$ cat src/rtl/clock_divider_pkg.sv
// Shared configuration layout and default constants for the clock divider bank.
package clock_divider_pkg;

    localparam int unsigned DEF_NUM_CH = 4;
    localparam int unsigned DEF_N      = 8;
    localparam int unsigned DEF_PERIOD = 1;
    localparam int unsigned DEF_HIGH   = 1;

    // Fields are sized for the widest supported N; narrower channels zero-extend.
    localparam int unsigned MAX_N = 32;

    typedef struct packed {
        logic [MAX_N-1:0] period;
        logic [MAX_N-1:0] high;
    } chan_cfg_t;

endpackage

$ cat src/rtl/clock_divider_chan.sv
// One divider channel: period counter, active/shadow config, registered clk_out and tick.
module clock_divider_chan
    import clock_divider_pkg::*;
#(
    parameter int unsigned N          = DEF_N,
    parameter int unsigned DEF_PERIOD = clock_divider_pkg::DEF_PERIOD,
    parameter int unsigned DEF_HIGH   = clock_divider_pkg::DEF_HIGH
) (
    input  logic      clk,
    input  logic      rst,
    input  logic      en,
    input  logic      sync,
    input  logic      we,
    input  chan_cfg_t cfg,
    output logic      clk_out,
    output logic      tick,
    output logic      cfg_pending
);

    localparam chan_cfg_t RST_CFG = '{period: MAX_N'(DEF_PERIOD), high: MAX_N'(DEF_HIGH)};

    logic [N-1:0] cnt, cnt_nx;
    chan_cfg_t    act, act_nx;
    chan_cfg_t    pend, pend_nx;
    logic         pend_valid, pend_valid_nx;
    logic         run_q;
    logic         wrap;

    always_comb begin
        cnt_nx        = cnt;
        act_nx        = act;
        pend_nx       = pend;
        pend_valid_nx = pend_valid;
        // run_q gates the wrap so the first enabled cycle is a forced period start
        wrap          = run_q && (cnt == N'(act.period));

        if (en) begin
            if (!run_q || sync || wrap) begin
                cnt_nx = '0;
            end else begin
                cnt_nx = cnt + N'(1);
            end
            if ((wrap || sync) && pend_valid) begin
                act_nx        = pend;
                pend_valid_nx = 1'b0;
            end
            // Applied after the boundary copy so a write landing on a wrap waits a full period
            if (we) begin
                pend_nx       = cfg;
                pend_valid_nx = 1'b1;
            end
        end else begin
            cnt_nx = '0;
            if (we) begin
                act_nx        = cfg;
                pend_valid_nx = 1'b0;
            end
        end
    end

    always_ff @(posedge clk) begin
        if (rst) begin
            cnt        <= '0;
            act        <= RST_CFG;
            pend       <= '0;
            pend_valid <= 1'b0;
            run_q      <= 1'b0;
            clk_out    <= 1'b0;
            tick       <= 1'b0;
        end else begin
            cnt        <= cnt_nx;
            act        <= act_nx;
            pend       <= pend_nx;
            pend_valid <= pend_valid_nx;
            run_q      <= en;
            clk_out    <= en && (cnt_nx < N'(act_nx.high));
            tick       <= en && (cnt_nx == '0);
        end
    end

    assign cfg_pending = pend_valid;

endmodule

$ cat src/rtl/clock_divider_bank.sv
// Bank of NUM_CH independent programmable clock dividers with boundary-aligned reconfiguration.
// Optional: define CLOCK_DIVIDER_BANK_SYNC_EN to add the sync port for bank-wide phase alignment.
module clock_divider_bank
    import clock_divider_pkg::*;
#(
    parameter int unsigned NUM_CH     = DEF_NUM_CH,
    parameter int unsigned N          = DEF_N,
    parameter int unsigned DEF_PERIOD = clock_divider_pkg::DEF_PERIOD,
    parameter int unsigned DEF_HIGH   = clock_divider_pkg::DEF_HIGH
) (
    input  logic                                             clk,
    input  logic                                             rst,
`ifdef CLOCK_DIVIDER_BANK_SYNC_EN
    input  logic                                             sync,
`endif
    input  logic [NUM_CH-1:0]                                en,
    input  logic                                             cfg_we,
    input  logic [((NUM_CH > 1) ? $clog2(NUM_CH) : 1)-1:0]   cfg_ch,
    input  logic [N-1:0]                                     cfg_period,
    input  logic [N-1:0]                                     cfg_high,
    output logic [NUM_CH-1:0]                                clk_out,
    output logic [NUM_CH-1:0]                                tick,
    output logic [NUM_CH-1:0]                                cfg_pending
);

    chan_cfg_t wcfg;
    logic      sync_w;

    assign wcfg = '{period: MAX_N'(cfg_period), high: MAX_N'(cfg_high)};

`ifdef CLOCK_DIVIDER_BANK_SYNC_EN
    assign sync_w = sync;
`else
    assign sync_w = 1'b0;
`endif

    for (genvar i = 0; i < NUM_CH; i++) begin : g_ch
        // Out-of-range indices never match any channel, so such writes vanish
        logic we_ch;
        assign we_ch = cfg_we && (32'(cfg_ch) == i);

        clock_divider_chan #(
            .N          (N),
            .DEF_PERIOD (DEF_PERIOD),
            .DEF_HIGH   (DEF_HIGH)
        ) u_chan (
            .clk         (clk),
            .rst         (rst),
            .en          (en[i]),
            .sync        (sync_w),
            .we          (we_ch),
            .cfg         (wcfg),
            .clk_out     (clk_out[i]),
            .tick        (tick[i]),
            .cfg_pending (cfg_pending[i])
        );
    end

endmodule

$ cat config.mk
export PLATFORM = sky130hd
export DESIGN_NAME = clock_divider_bank
export DESIGN_NICKNAME = d
export VERILOG_FILES = /design/src/rtl/clock_divider_pkg.sv /design/src/rtl/clock_divider_chan.sv /design/src/rtl/clock_divider_bank.sv
export SDC_FILE = /design/constraint.sdc
export NUM_CORES = 1
export LEC_CHECK = 0
export BUFFER_PORTS_ARGS = -buffer_cell sky130_fd_sc_hd__buf_2
export CAP_MARGIN = 0
export CORE_MARGIN = 2
export CORE_UTILIZATION = 45
export CTS_BUF_LIST = sky130_fd_sc_hd__clkbuf_8
export DETAILED_ROUTE_END_ITERATION = 12
export PLACE_DENSITY = 0.59
export SLEW_MARGIN = 20
export SYNTH_ARGS = -nofsm -noshare
export SYNTH_HDL_FRONTEND = slang
export SYNTH_SLANG_ARGS = --single-unit
$ cat constraint.sdc
create_clock -name clk -period 4.43 [get_ports clk]
set_input_delay 0.6645 -clock clk [delete_from_list [all_inputs] [get_ports clk]]
set_output_delay 0.6645 -clock clk [all_outputs]
set_load 0.1 [all_outputs]
==> flow_summary.rst <==
.. list-table::
   :header-rows: 1

   * - Metric
     - Value
   * - Most used DFF post-synth
     - sky130_fd_sc_hd__dfxtp_1
   * - Most common library cells after synthesis
     - 188 x sky130_fd_sc_hd__nand2_1, 176 x sky130_fd_sc_hd__dfxtp_1, 100 x sky130_fd_sc_hd__a21oi_1, 71 x sky130_fd_sc_hd__nor2_1, 42 x sky130_fd_sc_hd__xnor2_1
   * - Number of nets at the end of the flow
     - 1,039
   * - Growth of design area from synthesis to finish
     - 5.66%
   * - Maximum level of the CTS H-tree
     - 4
   * - RR Endpoint
     - g_ch[0].u_chan.clk_out
   * - Number of instances in the synthesized netlist
     - 995
   * - Die outline area
     - 20,000 um^2
   * - CP required
     - just under 5 ns
   * - First-pass iteration count of the detailed router
     - 5
   * - Die height
     - between 100 and 150 um
   * - Share of cells above drive strength 1
     - around 10%
   * - Most common cell in the netlist
     - sky130_fd_sc_hd__nand2_1
   * - Launching point of the worst reg2reg path
     - g_ch[0].u_chan.cnt[2]
   * - Clock insertion delay at the later pin of the skew report
     - 0.46 ns
   * - Biggest area consumer among synthesized cells
     - sky130_fd_sc_hd__dfxtp_1
   * - Number of library cell types mapped by synthesis
     - 58
   * - GRT Overall Usage
     - 20.7%
   * - Top delay family on crit path
     - compound AO/OA/AOI/OAI gates
   * - Standard cell with the maximum stage delay on the critical path
     - sky130_fd_sc_hd__o31a_1
   * - Synth Net Count
     - around 1,100
   * - Asr flop ratio synth
     - 0%
   * - Largest net degree at the start of global routing
     - 64
   * - Number of buffer cells added on primary ports
     - 36
   * - Min Clock Period, post-route
     - roughly 3.5 ns
   * - R2r worst-path depth
     - 10
   * - Placer Congestion
     - 0.813
   * - Share of the yosys chip area belonging to registers
     - 41.5%
   * - Reg-to-reg setup timing slack
     - 0.97 ns
   * - Number of buffers added for setup after CTS
     - 0
   * - Detailed-route wire length per cell
     - roughly 16 um
   * - Placeable Area
     - 18,600 um^2
   * - Starting DRC count in detailed routing
     - 393
   * - Resized cells post-CTS
     - 0
   * - # Max-Cap Violations
     - 0
   * - Setup CP Type
     - flip-flop to flip-flop
   * - Static Leakage
     - 3.26 nW
   * - Final number of hold-violating endpoints
     - 0
   * - Start point of the worst hold path
     - g_ch[1].u_chan.pend[33]
   * - Post-DR vias/cell
     - between 5 and 6
   * - Arrival time worst endpoint
     - ~3.8 ns
   * - Peak supply drop
     - between 0.15 and 0.2 mV
   * - Status
     - finished, final reports clean
   * - Setup TNS
     - 0 ns
   * - Series of cell instances along the critical path
     - xnor2_1 -> nand4_1 -> o31a_1 -> a221oi_1 -> ha_1 -> a21o_1 -> a21o_1 -> a2111oi_0 -> o21ai_0 -> o31ai_1
   * - Top-area cell type share of the netlist area
     - 41.5%
   * - Number of enable-type register cells in the synthesized netlist
     - 0
   * - Routed Antenna Nets
     - 0
   * - Area of the mapped netlist
     - around 8500 um^2
   * - Buf/Inv on CP
     - 0
   * - Via count of the routed design
     - around 6,700
   * - TritonCTS clock tree
     - done
   * - Top-level I/O count
     - 37
   * - Initial antenna violation count
     - 0
   * - Clock tree root driver cell
     - sky130_fd_sc_hd__clkbuf_8
   * - Global-route wire length before repair
     - 33,000 um
   * - Avg Synthesized Cell Area
     - 8.54 um^2
   * - Type of the most critical hold path
     - flip-flop to flip-flop
   * - Part of the cycle the worst path needs
     - 78.1%
   * - Number of buffers inserted by hold repair at cts
     - 0
   * - Post-CTS clock slew at the launch and capture registers of the worst setup and hold paths
     - around 0.090 ns
   * - Post-placement cell count
     - 1,197
   * - Post-synthesis sequential element count
     - roughly 180
   * - Clock buffer count from CTS
     - 17
   * - Number of warning messages in the yosys log
     - 0
   * - Endpoint with the worst hold slack
     - g_ch[1].u_chan.pend[33]
   * - Width of the die
     - 141 um
   * - Effective utilization at floorplan
     - 45.6%
   * - Area contributors post-synth
     - sky130_fd_sc_hd__dfxtp_1 41%, sky130_fd_sc_hd__nand2_1 8.3%, sky130_fd_sc_hd__a21oi_1 5.9%
   * - Relative max-transition margin
     - 25.7%
   * - Power density relative to cell area
     - 340 nW/um^2
   * - Clock sink total
     - 176
   * - Via count of the first global-routing pass
     - about 6,300
   * - Maximum frequency from static timing analysis
     - ~0.29 GHz
   * - Worst path max stage delay
     - approximately 0.6 ns
   * - Remaining DRCs
     - 0
   * - Grt total ovfl
     - 0
   * - Ant. Diodes
     - 0
   * - Fin cells
     - 1,228
   * - HPWL after detailed placement
     - 13,800 um
   * - Post-route clock skew
     - 0.00874 ns
   * - Most used cell along the critical path
     - sky130_fd_sc_hd__a21o_1
   * - Final number of max-transition violations
     - 0
   * - Depth of the worst hold-timing path
     - 2
   * - Cell Rows
     - 50
   * - Critical Path Sink Type
     - flip-flop
   * - Transition time at the pin with the least slew margin
     - 1.11 ns
   * - Total Wirelength
     - 20,200 um
   * - RSZ-0062 raised after global routing
     - false
   * - Startpoint kind of the worst setup timing path
     - flip-flop
   * - Worst Path Max Fanout
     - 16
   * - Number of setup violations in the final report
     - 0
   * - Buffer depth of the longest clock path
     - 2
metal layers:
layer	vias to the layer above	share of wire, %	GRT usage [%]
met3	18	3.2	3.37
met5	-	0	0
li1	3423	-	-
met1	3153	49	29.2
met4	0	1.2	5.63
met2	112	46	33.0
logic make-up (layout without fill, tap and decap cells):
| logic type | Yosys count | in the layout | synth area share [%] |
|---|---|---|---|
| and+or+nand+nor | 411 | 411 | 22.6 |
| AOI/OAI and AO/OA | 218 | 218 | 17.8 |
| DFF | 176 | 176 | 41.5 |
| buffers and inverters | 90 | 89 | 6.05 |
| xor gates and xnor gates | 61 | 61 | 6.47 |
| adders and majority gates | 32 | 32 | 4.71 |
| muxes | 7 | 7 | 0.825 |
worst reg2reg max path: stages, from the launching register on:
cell	delay (ns)
sky130_fd_sc_hd__dfxtp_1	0.45
sky130_fd_sc_hd__xnor2_1	0.15
sky130_fd_sc_hd__nand4_1	0.24
sky130_fd_sc_hd__o31a_1	0.60
sky130_fd_sc_hd__a221oi_1	0.42
sky130_fd_sc_hd__ha_1	0.31
sky130_fd_sc_hd__a21o_1	0.18
sky130_fd_sc_hd__a21o_1	0.16
sky130_fd_sc_hd__a2111oi_0	0.49
sky130_fd_sc_hd__o21ai_0	0.16
sky130_fd_sc_hd__o31ai_1	0.21
power by group:
part	leakage [nW]	internal, mW	total (mW)	switching [mW]
combinational	1.63	0.0817	0.290	0.208
sequential	1.43	1.62	1.64	0.0219
clock	0.200	0.538	1.12	0.581
total	3.26	2.24	3.05	0.811
layout make-up:
class	instances	area (um^2)
clock buffer	20	275
clock inverter	11	114
fill	1821	9670
inverter	10	37.5
multi-input combinational	729	4460
sequential	176	3520
tap	234	293
timing repair buffer	48	273
registers in the layout, indices dropped and copies added, names as in the netlist:
signal,flops
g_ch.u_chan.clk_out,4
g_ch.u_chan.act,64
g_ch.u_chan.pend,64
g_ch.u_chan.tick,4
g_ch.u_chan.run_q,4
g_ch.u_chan.cfg_pending,4
g_ch.u_chan.cnt,32
cells in the final DEF (no fill, tap or decap), drive strengths merged, types with 3 or more instances in the layout:
master and instances:
a211oi 10, nand2b 8, nor4 4, nand3b 5
clkinv 7, nand2 189, a21o 14, xnor2 44
a31oi 4, xor2 17, buf 48, a41oi 3
o31ai 9, mux2i 7, ha 32, nor2b 3
inv 10, nor2 73, a21oi 100, o21ai 5
nand4 14, and3 17, dfxtp 176, a22oi 29
o211ai 5, nand3 25, nor3 37, nor3b 3
clkbuf 20, a221oi 28, and2 28
how the worst max path moves through the flow:
stage	from	cells past startpoint	slack (ns)	to
6_report	g_ch[0].u_chan.cnt[2]	10	0.97	g_ch[0].u_chan.clk_out
2_1_floorplan	en[0]	10	1.29	g_ch[0].u_chan.clk_out
3_3_place_gp	cfg_ch[1]	11	0.85	g_ch[0].u_chan.clk_out
4_1_cts	g_ch[0].u_chan.cnt[2]	10	0.93	g_ch[0].u_chan.clk_out
3_5_place_dp	cfg_ch[1]	11	0.82	g_ch[0].u_chan.clk_out
5_1_grt	g_ch[0].u_chan.cnt[2]	10	0.60	g_ch[0].u_chan.clk_out
stage by stage:
step | total power, mW | setup slack, ns | instance area, um^2 | utilization, % | hold WS [ns]
after floorplan | 1.90 | 1.29 | 8500 | - | 0.434
after global placement | 1.97 | 0.853 | 8580 | 46.0 | 0.442
after detailed placement | 1.97 | 0.819 | 8580 | 46.0 | 0.446
after CTS | 3.08 | 0.929 | 8970 | 48.1 | 0.458
after global routing | 3.17 | 0.599 | 8980 | 48.1 | 0.475
final | 3.05 | 0.971 | 8980 | 48.1 | 0.456
(Power assumes the default switching activity.)
